==> src/rtl/lc3_regfile_pkg.sv <==
// lc3_regfile_pkg
// Shared types, condition-code constants and the NZP helper for the LC-3
// register file with scoreboard.
//   nzp_t      : 3-bit {N,Z,P} condition-code value
//   CC_N/Z/P   : one-hot condition-code encodings
//   calc_nzp() : derives NZP from a zero-extended data word and its MSB index
package lc3_regfile_pkg;

  typedef logic [2:0] nzp_t;

  localparam nzp_t CC_N = 3'b100;
  localparam nzp_t CC_Z = 3'b010;
  localparam nzp_t CC_P = 3'b001;

  // Widest data word calc_nzp can classify; callers zero-extend into it.
  localparam int CC_MAX_W = 64;

  // The data word must be zero-extended above msb_idx so the zero test is
  // exact. The result is always one-hot: zero wins, then sign, else positive.
  function automatic nzp_t calc_nzp(input logic [CC_MAX_W-1:0] data,
                                    input logic [5:0]          msb_idx);
    logic sign_s;
    logic zero_s;
    nzp_t cc_s;
    sign_s = data[msb_idx];
    zero_s = (data == {CC_MAX_W{1'b0}});
    if (zero_s) begin
      cc_s = CC_Z;
    end else if (sign_s) begin
      cc_s = CC_N;
    end else begin
      cc_s = CC_P;
    end
    return cc_s;
  endfunction

endpackage

==> src/rtl/load_reg.sv <==
// load_reg
// Single loadable register with synchronous active-high reset.
//   clk    : clock, rising edge
//   reset  : synchronous active-high reset, loads RESET_VALUE
//   load   : capture data_i at the next rising edge
//   data_i : write data
//   data_q : registered value
module load_reg #(
  parameter int                    DATA_WIDTH  = 16,
  parameter logic [DATA_WIDTH-1:0] RESET_VALUE = '0
) (
  input  logic                  clk,
  input  logic                  reset,
  input  logic                  load,
  input  logic [DATA_WIDTH-1:0] data_i,
  output logic [DATA_WIDTH-1:0] data_q
);

  logic [DATA_WIDTH-1:0] value_r;

  // Storage: reset has priority over load.
  always_ff @(posedge clk) begin
    if (reset) begin
      value_r <= RESET_VALUE;
    end else if (load) begin
      value_r <= data_i;
    end else begin
      value_r <= value_r;
    end
  end

  assign data_q = value_r;

endmodule

==> src/rtl/lc3_regfile_sb.sv <==
// lc3_regfile_sb
// Parametrised LC-3 general-purpose register file with a per-register
// write scoreboard and the NZP condition-code register.
//   clk, reset   : clock and synchronous active-high reset
//   ld_reg, dr   : write enable and destination for bus_data
//   bus_data     : writeback data, also the condition-code source
//   ld_cc        : load nzp from bus_data
//   rd_addr      : packed read addresses, port k at [k*ADDR_W +: ADDR_W]
//   rd_data      : packed read data, port k at [k*DATA_WIDTH +: DATA_WIDTH]
//   rd_busy      : per-port busy bit of the addressed register
//   claim_valid, claim_addr, claim_ready : reserve a register for a future write
//   busy_vec     : scoreboard, one bit per register
//   busy_count   : popcount of busy_vec (registered)
//   nzp          : condition codes {N,Z,P}
// Optional macro REG_FILE_BYPASS_EN: forwards a same-cycle write to the read
// ports (data = bus_data, busy = 0). Undefined: plain 1-cycle write latency.
module lc3_regfile_sb
  import lc3_regfile_pkg::*;
#(
  parameter int                    DATA_WIDTH  = 16,
  parameter int                    NUM_REGS    = 8,
  parameter int                    NUM_RD      = 2,
  parameter logic [DATA_WIDTH-1:0] RESET_VALUE = '0,
  localparam int                   ADDR_W      = $clog2(NUM_REGS)
) (
  input  logic                         clk,
  input  logic                         reset,
  input  logic                         ld_reg,
  input  logic [ADDR_W-1:0]            dr,
  input  logic [DATA_WIDTH-1:0]        bus_data,
  input  logic                         ld_cc,
  input  logic [NUM_RD*ADDR_W-1:0]     rd_addr,
  output logic [NUM_RD*DATA_WIDTH-1:0] rd_data,
  output logic [NUM_RD-1:0]            rd_busy,
  input  logic                         claim_valid,
  input  logic [ADDR_W-1:0]            claim_addr,
  output logic                         claim_ready,
  output logic [NUM_REGS-1:0]          busy_vec,
  output logic [ADDR_W:0]              busy_count,
  output logic [2:0]                   nzp
);

  logic [DATA_WIDTH-1:0] reg_q_s [NUM_REGS];

  logic [NUM_REGS-1:0]   busy_r;
  logic [NUM_REGS-1:0]   busy_next_s;
  logic [ADDR_W:0]       busy_count_r;
  logic [ADDR_W:0]       count_next_s;
  nzp_t                  nzp_r;
  logic                  claim_ready_s;
  logic                  accept_s;
  logic [CC_MAX_W-1:0]   cc_src_s;

  // ---------------------------------------------------------------------
  // Storage
  // ---------------------------------------------------------------------
  for (genvar gi = 0; gi < NUM_REGS; gi++) begin : g_reg
    logic load_s;
    assign load_s = ld_reg & (dr == ADDR_W'(gi));

    load_reg #(
      .DATA_WIDTH  (DATA_WIDTH),
      .RESET_VALUE (RESET_VALUE)
    ) u_reg (
      .clk    (clk),
      .reset  (reset),
      .load   (load_s),
      .data_i (bus_data),
      .data_q (reg_q_s[gi])
    );
  end

  // ---------------------------------------------------------------------
  // Read ports
  // ---------------------------------------------------------------------
  for (genvar gk = 0; gk < NUM_RD; gk++) begin : g_rd
    logic [ADDR_W-1:0]     addr_s;
    logic [DATA_WIDTH-1:0] data_s;
    logic                  busy_s;

    assign addr_s = rd_addr[gk*ADDR_W +: ADDR_W];

    // Read mux for one port, optionally forwarding the write in flight.
    always_comb begin
      data_s = reg_q_s[addr_s];
      busy_s = busy_r[addr_s];
`ifdef REG_FILE_BYPASS_EN
      if (ld_reg && (dr == addr_s)) begin
        data_s = bus_data;
        busy_s = 1'b0;
      end else begin
        data_s = reg_q_s[addr_s];
        busy_s = busy_r[addr_s];
      end
`endif
    end

    assign rd_data[gk*DATA_WIDTH +: DATA_WIDTH] = data_s;
    assign rd_busy[gk]                          = busy_s;
  end

  // ---------------------------------------------------------------------
  // Scoreboard
  // ---------------------------------------------------------------------
  // Claim arbitration and next-state scoreboard; a same-cycle claim of the
  // register being written is accepted and its set overrides the clear.
  always_comb begin
    claim_ready_s = ~busy_r[claim_addr] | (ld_reg & (dr == claim_addr));
    accept_s      = claim_valid & claim_ready_s;
    busy_next_s   = busy_r;
    if (ld_reg) begin
      busy_next_s[dr] = 1'b0;
    end else begin
      busy_next_s = busy_r;
    end
    if (accept_s) begin
      busy_next_s[claim_addr] = 1'b1;
    end else begin
      busy_next_s = busy_next_s;
    end
  end

  // Popcount of the next scoreboard so busy_count tracks busy_vec exactly.
  always_comb begin
    count_next_s = {(ADDR_W+1){1'b0}};
    for (int i = 0; i < NUM_REGS; i++) begin
      count_next_s = count_next_s + (ADDR_W+1)'(busy_next_s[i]);
    end
  end

  assign cc_src_s = CC_MAX_W'(bus_data);

  // Scoreboard, busy count and condition-code state.
  always_ff @(posedge clk) begin
    if (reset) begin
      busy_r       <= {NUM_REGS{1'b0}};
      busy_count_r <= {(ADDR_W+1){1'b0}};
      nzp_r        <= CC_Z;
    end else begin
      busy_r       <= busy_next_s;
      busy_count_r <= count_next_s;
      if (ld_cc) begin
        nzp_r <= calc_nzp(cc_src_s, 6'(DATA_WIDTH - 1));
      end else begin
        nzp_r <= nzp_r;
      end
    end
  end

  assign claim_ready = claim_ready_s;
  assign busy_vec    = busy_r;
  assign busy_count  = busy_count_r;
  assign nzp         = nzp_r;

endmodule

==> config.mk <==
export PLATFORM = sky130hd
export DESIGN_NAME = lc3_regfile_sb
export DESIGN_NICKNAME = d
export VERILOG_FILES = /design/src/rtl/lc3_regfile_pkg.sv /design/src/rtl/load_reg.sv /design/src/rtl/lc3_regfile_sb.sv
export SDC_FILE = /design/constraint.sdc
export NUM_CORES = 1
export LEC_CHECK = 0
export BUFFER_PORTS_ARGS = -buffer_cell sky130_fd_sc_hd__buf_2
export CAP_MARGIN = 20
export CORE_MARGIN = 4
export CORE_UTILIZATION = 40
export CTS_BUF_LIST = sky130_fd_sc_hd__clkbuf_16
export DETAILED_ROUTE_END_ITERATION = 8
export GPL_TIMING_DRIVEN = 0
export PLACE_DENSITY = 0.59
export SETUP_SLACK_MARGIN = 0.3
export SLEW_MARGIN = 20
export SYNTH_ARGS = -nofsm -noshare
export SYNTH_HDL_FRONTEND = slang
export SYNTH_SLANG_ARGS = --single-unit
==> constraint.sdc <==
create_clock -name clk -period 7.3 [get_ports clk]
set_input_delay 1.46 -clock clk [delete_from_list [all_inputs] [get_ports clk]]
set_output_delay 1.46 -clock clk [all_outputs]
set_load 0.1 [all_outputs]
==> impl_metrics.csv, run 1 <==
group,metric,value,unit
status,status,"finished clean",
worst_setup_path,worstPathMaxFanout,10,
sta,finalSetupTns,0,ps
clocking,clkSinkCount,143,
worst_setup_path,path_cells,"clkbuf_1 -> clkbuf_1 -> mux4_2 -> mux2_2 -> buf_2",
yosys,syn-cell-area,0.007371,sq mm
die,core,0.01802,sq mm
sta,rsz0062_at_grt,"false",
worst_setup_path,critPathLaunch,"rd_addr[4]",
yosys,netlist.area_leader.share,38.84,%
sta,slew_headroom,44.87,%
yosys,async_flop_share,0,%
routing,via_count,6403,
pwr,ir_drop,0.2232,mV
yosys,ys_ff_latch,143,
clocking,clock_path_buffers,2,
global_route,grt_pass1_vias,5984,
sta,hold_viol_final,0,
global_route,overflow,0,
layout,final_area,0.008447,sq mm
die,die_h,143.7,um
clocking,htree_levels,4,
place,portBuffers,56,
layout,area_growth,14.60,%
clocking,post_cts_resized,0,
worst_setup_path,path_class,"primary input to primary output",
clocking,cts_made_buffers,17,
yosys,synth_top_area_cell,"dfxtp_1",
yosys,synth_most_common_cell,"nand2_1",
clocking,clkLatencyLatePin,430,ps
place,gp_congestion,0.9472,
pwr,powerDensity,222.3,mW/mm^2
worst_setup_path,path_common_cell,"clkbuf_1",
routing,routed_wl,24030,um
global_route,track_usage,23.80,%
routing,first_pass_iters,5,
global_route,grt_pass1_wl,36400,um
routing,wl_per_cell,21.47,um
layout,fillers,1782,
yosys,synth_edf_count,0,
worst_hold_path,hold_class,"flip-flop to flip-flop",
layout,diodes,0,
place,hpwlAfterDp,17020,um
clocking,cts_root_buffer,"clkbuf_16",
sta,fmax,198.0,MHz
yosys,ys_warn_count,0,
yosys,yosysSeqAreaShare,38.84,%
global_route,antenna_found_initial,0,
layout,multi_input_area,0.004155,sq mm
routing,ant_nets,0,
global_route,grt_max_degree,17,
sta,drv_slew,0,
pwr,p_leak,3.020,nW
worst_setup_path,crit_slowest_cell,"clkbuf_1",
die,initial_core_util,40.89,%
yosys,syn-mean-instance-area,9.168,sq um
worst_setup_path,cp-start-kind,"primary input",
die,ioPinCount,83,
worst_setup_path,rr_endpoint,"busy_count[2]$_SDFF_PP0_",
yosys,syn-num-nets,844,
layout,nets,919,
clocking,cts_setup_buffers,0,
clocking,clkTransAtPathRegs,60,ps
yosys,synthTopCellsByArea,"dfxtp_1 39%, mux4_2 21%, nand2_1 14%, a21oi_1 8.9%, mux2_2 5.2%",
routing,drt-initial-drc-count,513,
sta,min_period,5051,ps
clocking,postCtsHoldBufs,0,
sta,setup_violations,0,
worst_setup_path,cp_data_arrival_time,3590,ps
worst_setup_path,worstReg2RegStart,"busy_vec[5]$_SDFF_PP0_",
yosys,syn_inst,804,
worst_setup_path,worstSetupEndpoint,"rd_data[29]",
routing,drc,0,
die,die_width,143.7,um
worst_setup_path,r2r_cells,14,
die,row_count,49,
worst_setup_path,cp-end-kind,"primary output",
place,placed_area,0.007938,sq mm
layout,drive_gt1_share,23.15,%
worst_setup_path,slowest_delay,620,ps
yosys,synth_commonest_cells,"272 x nand2_1, 143 x dfxtp_1, 131 x a21oi_1",
worst_setup_path,cp.required,5840,ps
routing,viasPerCell,5.722,
die,dieArea,0.02066,sq mm
sta,skew,2.853,ps
job,cap_violations,0,
yosys,synth_flop_cell,"dfxtp_1",
sta,worst_pin_slew,826.9,ps
layout,register_area,0.002863,sq mm
clocking,cts_tree,"yes",
worst_setup_path,reg2reg_slack,3440,ps
yosys,synth_cell_types,33,
sta,fin_crit_sh,69.19,%
[per-layer routing]
metal	wire length, um	part of all wire (%)	vias up	GRT usage, %
li1	-	-	2945	-
met1	10370	43	3144	33.00
met2	11230	47	279	37.31
met3	1938	8.1	35	5.358
met4	487	2.0	0	7.433
met5	0	0	-	0
[worst min path at each step]
stage                                                start                                     end  slack [ps]  depth (start not counted)
finish              g_reg[2].u_reg.data_q[10]$_SDFFE_PP0P_  g_reg[2].u_reg.data_q[10]$_SDFFE_PP0P_         460                          2
global route         g_reg[7].u_reg.data_q[2]$_SDFFE_PP0P_   g_reg[7].u_reg.data_q[2]$_SDFFE_PP0P_         480                          2
CTS                 g_reg[2].u_reg.data_q[10]$_SDFFE_PP0P_  g_reg[2].u_reg.data_q[10]$_SDFFE_PP0P_         460                          2
detailed placement  g_reg[2].u_reg.data_q[10]$_SDFFE_PP0P_  g_reg[2].u_reg.data_q[10]$_SDFFE_PP0P_         460                          2
global placement     g_reg[2].u_reg.data_q[5]$_SDFFE_PP0P_   g_reg[2].u_reg.data_q[5]$_SDFFE_PP0P_         450                          2
floorplan            g_reg[2].u_reg.data_q[0]$_SDFFE_PP0P_   g_reg[2].u_reg.data_q[0]$_SDFFE_PP0P_         440                          2
[cells by family after synthesis]
group                      count (synthesis)  share of synthesized area [%]
AOI/OAI and AO/OA                        149                          10.58
xor gates and xnor gates                   3                         0.3565
adders and majority gates                  7                          1.596
buffers and inverters                     84                          4.787
DFF                                      143                          38.84
muxes                                    105                          26.72
and+or+nand+nor                          313                          17.13
[report_power, final]
group	total, mW	switching (mW)	internal, mW	leakage (nW)
clock network	0.782	0.330	0.453	0.266
logic	0.280	0.204	0.0762	1.60
registers	0.815	0.0140	0.801	1.16
total	1.88	0.548	1.33	3.02
[critical path: cells and delay by family]
family	cells	cell delay [ps]
buffers and inverters	3	1370
muxes	2	750
[registers in the layout, indices dropped and copies added, names as in the netlist]
name / flops
busy_vec: 8
g.u_reg.data_q: 128
busy_count: 4
nzp: 3
[placed cells by master (no fill, tap or decap), types with 3 or more instances in the layout]
master,instances
o21ai_0,3
o22ai_1,8
clkinv_2,7
inv_1,9
clkbuf_1,59
nor4_1,4
fa_1,4
dfxtp_1,143
a21oi_1,131
mux2_2,34
xor2_1,3
clkbuf_16,17
nand3b_1,4
nor2b_1,4
nand3_1,5
ha_1,3
buf_2,68
mux4_2,70
nand2b_1,5
nand2_1,272
clkinv_1,3
nor2_1,11
o21a_1,4
[stage by stage]
stage	instances	hold slack (ps)	total power, mW	setup WS (ps)	util (%)
3_5_place_dp	1089	456.0	1.109	2029	44.04
6_report	1119	464.6	1.877	2249	46.86
3_3_place_gp	1089	449.9	1.108	2003	44.04
2_1_floorplan	804	442.9	1.041	2333	-
4_1_cts	1119	464.0	1.885	2252	46.86
5_1_grt	1119	481.6	1.940	2225	46.86
[final cells by class]
cell class	count	area share, %
Multi-Input combinational cell	577	49.19
Sequential cell	143	33.89
Clock buffer	17	5.036
Buffer	77	3.866
Tap cell	229	3.392
Timing Repair Buffer	56	3.318
Clock inverter	13	0.9924
Inverter	7	0.3111
(Power assumes the default switching activity.)
==> run 2: changes to the inputs <==
--- a/config.mk
+++ b/config.mk
@@ -5,6 +5,7 @@
 export SDC_FILE = /design/constraint.sdc
 export NUM_CORES = 1
 export LEC_CHECK = 0
+export ABC_AREA = 1
 export BUFFER_PORTS_ARGS = -buffer_cell sky130_fd_sc_hd__buf_2
 export CAP_MARGIN = 20
 export CORE_MARGIN = 4
==> constraint.sdc (replaced) <==
create_clock -name clk -period 5.05 [get_ports clk]
set_input_delay 1.01 -clock clk [delete_from_list [all_inputs] [get_ports clk]]
set_output_delay 1.01 -clock clk [all_outputs]
set_load 0.1 [all_outputs]
==> run 2 against run 1 <==
Net effect: total power rose by 64%; clock skew fell by 1.6 ps; design area rose by 2.4%; combinational power up 140%; clock power increased by 56%; sequential power grew 47%; largest power group is now the clock network; sequential share of layout area fell by 0.78 points; highest routed layer unchanged; largest cell class unchanged; worst setup slack got worse by 1300 ps; routed wire length grew 23%; non-clock buffer count up 35.
==> impl_metrics.csv, run 2 <==
group,metric,value,unit
status,status,"finished clean",
sta,min_period,4093,ps
routing,wl_per_cell,20.83,um
sta,setup_violations,0,
place,place_inst,1384,
sta,fmax,244.3,MHz
worst_setup_path,cp_data_arrival_time,4390,ps
die,die_width,144.1,um
yosys,syn-mean-instance-area,6.886,sq um
die,dieArea,0.02076,sq mm
sta,rsz0062_at_grt,"false",
yosys,synth_top_area_cell,"dfxtp_1",
yosys,ys_ff_latch,143,
clocking,cts_root_buffer,"clkbuf_16",
worst_setup_path,reg2reg_slack,1410,ps
yosys,async_flop_share,0,%
pwr,total_power,3.077,mW
worst_hold_path,min_from,"nzp[2]$_SDFFE_PP0P_",
pwr,powerDensity,355.9,mW/mm^2
pwr,ir_drop,0.2423,mV
routing,first_pass_iters,6,
die,ioPinCount,83,
clocking,htree_levels,4,
layout,final_cells,1416,
die,row_count,49,
place,gp_congestion,0.9776,
yosys,synth_flop_cell,"dfxtp_1",
yosys,synth_cell_types,27,
sta,finalSetupTns,0,ps
place,hpwlAfterDp,21700,um
layout,fillers,1835,
clocking,cts_setup_buffers,0,
worst_setup_path,path_cells,"buf_2 -> inv_1 -> nand2_1 -> nand3_1 -> nand2_1 -> o21ai_4 -> nand3_1 -> nand2_1 -> fa_1 -> inv_1 -> fa_1 -> fa_1 -> inv_1 -> ha_1 -> inv_1 -> fa_1 -> xor2_1 -> nor2_1",
yosys,netlist.area_leader.share,38.64,%
worst_setup_path,worstReg2RegStart,"busy_vec[1]$_SDFF_PP0_",
routing,drc,0,
global_route,antenna_found_initial,0,
worst_setup_path,cp.required,5350,ps
die,die_h,144.1,um
routing,via_count,8371,
worst_setup_path,crit_slowest_cell,"fa_1",
worst_setup_path,slowest_delay,460,ps
worst_setup_path,worstPathMaxFanout,9,
pwr,p_leak,3.449,nW
layout,drive_gt1_share,13.31,%
routing,drt-initial-drc-count,1090,
routing,viasPerCell,5.912,
sta,drv_slew,0,
sta,skew,1.278,ps
layout,final_cell_mix,"265 x o21ai_0, 211 x a21oi_1, 143 x dfxtp_1, 111 x buf_2, 95 x nand2_1",
worst_setup_path,cp-start-kind,"primary input",
yosys,synth_most_common_cell,"o21ai_0",
job,cap_violations,0,
die,initial_core_util,40.97,%
layout,nets,1214,
sta,slew_headroom,58.53,%
worst_setup_path,path_class,"primary input to flip-flop",
global_route,grt_pass1_wl,44810,um
clocking,postCtsHoldBufs,0,
worst_setup_path,critPathLaunch,"claim_addr[0]",
global_route,overflow,0,
yosys,synthTopCellsByArea,"dfxtp_1 39%, o21ai_0 18%, a21oi_1 14%, nand2_1 4.8%, inv_1 4.1%",
clocking,clkTransAtPathRegs,60,ps
clocking,clock_path_buffers,2,
clocking,clkLatencyLatePin,430,ps
layout,mostFrequentLayoutCell,"o21ai_0",
global_route,track_usage,28.24,%
global_route,grt_pass1_vias,7828,
sta,whs,455.9,ps
yosys,syn_inst,1076,
global_route,grt_max_degree,17,
sta,worst_pin_slew,622.1,ps
yosys,syn-cell-area,0.007410,sq mm
clocking,cts_made_buffers,17,
sta,fin_crit_sh,81.04,%
routing,ant_nets,0,
layout,largest_reg_flops,128,
worst_hold_path,hold_class,"flip-flop to flip-flop",
layout,diodes,0,
routing,routed_wl,29500,um
clocking,clkSinkCount,143,
yosys,synth_edf_count,0,
place,portBuffers,79,
sta,hold_viol_final,0,
layout,final_area,0.008646,sq mm
yosys,syn-num-nets,1116,
yosys,yosysSeqAreaShare,38.64,%
yosys,ys_warn_count,0,
clocking,cts_tree,"yes",
layout,area_growth,16.68,%
place,placed_area,0.008092,sq mm
clocking,post_cts_resized,0,
die,core,0.01809,sq mm
worst_setup_path,cp-end-kind,"flip-flop",
yosys,synth_commonest_cells,"265 x o21ai_0, 211 x a21oi_1, 143 x dfxtp_1",
==> run 2: changes by cell type in the layout (fill, tap and decap cells not counted), sizes merged, moves of 17 or more <==
cell,previous run,this run
a21oi,131,211
a31oi,0,34
buf,74,117
clkinv,10,27
inv,9,85
mux2,34,0
mux4,70,0
nand2,272,97
nor2,11,63
o211ai,0,33
o21ai,4,275
==> run 2: worst max-delay path: cells and delay by family <==
kind | cells | cell delay (ps)
adder cells (fa/ha/maj) | 5 | 1870
buffers and inverters | 5 | 490
XOR/XNOR | 1 | 140
AO/OA/AOI/OAI | 1 | 280
AND/OR/NAND/NOR | 6 | 580
==> run 2: report_power, final <==
group / total [mW] / internal (mW) / switching [mW] / leakage, nW
clock: 1.22 / 0.713 / 0.504 / 0.267
combinational: 0.665 / 0.130 / 0.534 / 2.02
sequential: 1.20 / 1.17 / 0.0255 / 1.16
==> run 2: metal layers <==
layer | up-vias | routed length (um) | track usage [%]
li1 | 3914 | - | -
met1 | 3915 | 12820 | 38.69
met2 | 480 | 13120 | 44.02
met3 | 62 | 2780 | 7.374
met4 | 0 | 778 | 8.028
met5 | - | 0 | 0
==> run 2: area by class of cell <==
class                           instances  area [sq um]  area share, %
Multi-Input combinational cell        742          3774          43.65
Sequential cell                       143          2863          33.11
Clock buffer                           17         425.4          4.920
Timing Repair Buffer                   79         395.4          4.573
Buffer                                 89         390.4          4.515
Inverter                              102         382.9          4.428
Tap cell                              229         286.5          3.314
Clock inverter                         15         128.9          1.491
==> run 2: logic make-up (layout without fill, tap and decap cells) <==
logic type,after synthesis,after routing,synth area share (%)
and+or+nand+nor,181,181,10.03
buffers and inverters,191,302,10.44
xor gates and xnor gates,1,1,0.1182
AOI/OAI and AO/OA,553,553,39.19
adders and majority gates,7,7,1.587
DFF,143,143,38.64
==> run 2: final timing paths <==
kind	endpoint	depth (start not counted)
worst max register to register	busy_count[2]$_SDFF_PP0_	17
worst min-delay path	nzp[2]$_SDFFE_PP0P_	2
worst max-delay path	busy_count[2]$_SDFF_PP0_	18
worst min register to register	nzp[2]$_SDFFE_PP0P_	2
==> run 2: stage by stage <==
step / setup slack [ps] / util [%]
floorplan: 465.5 / -
global placement: 562.5 / 44.74
detailed placement: 516.3 / 44.74
CTS: 957.3 / 47.80
global route: 714.5 / 47.80
finish: 957.4 / 47.80
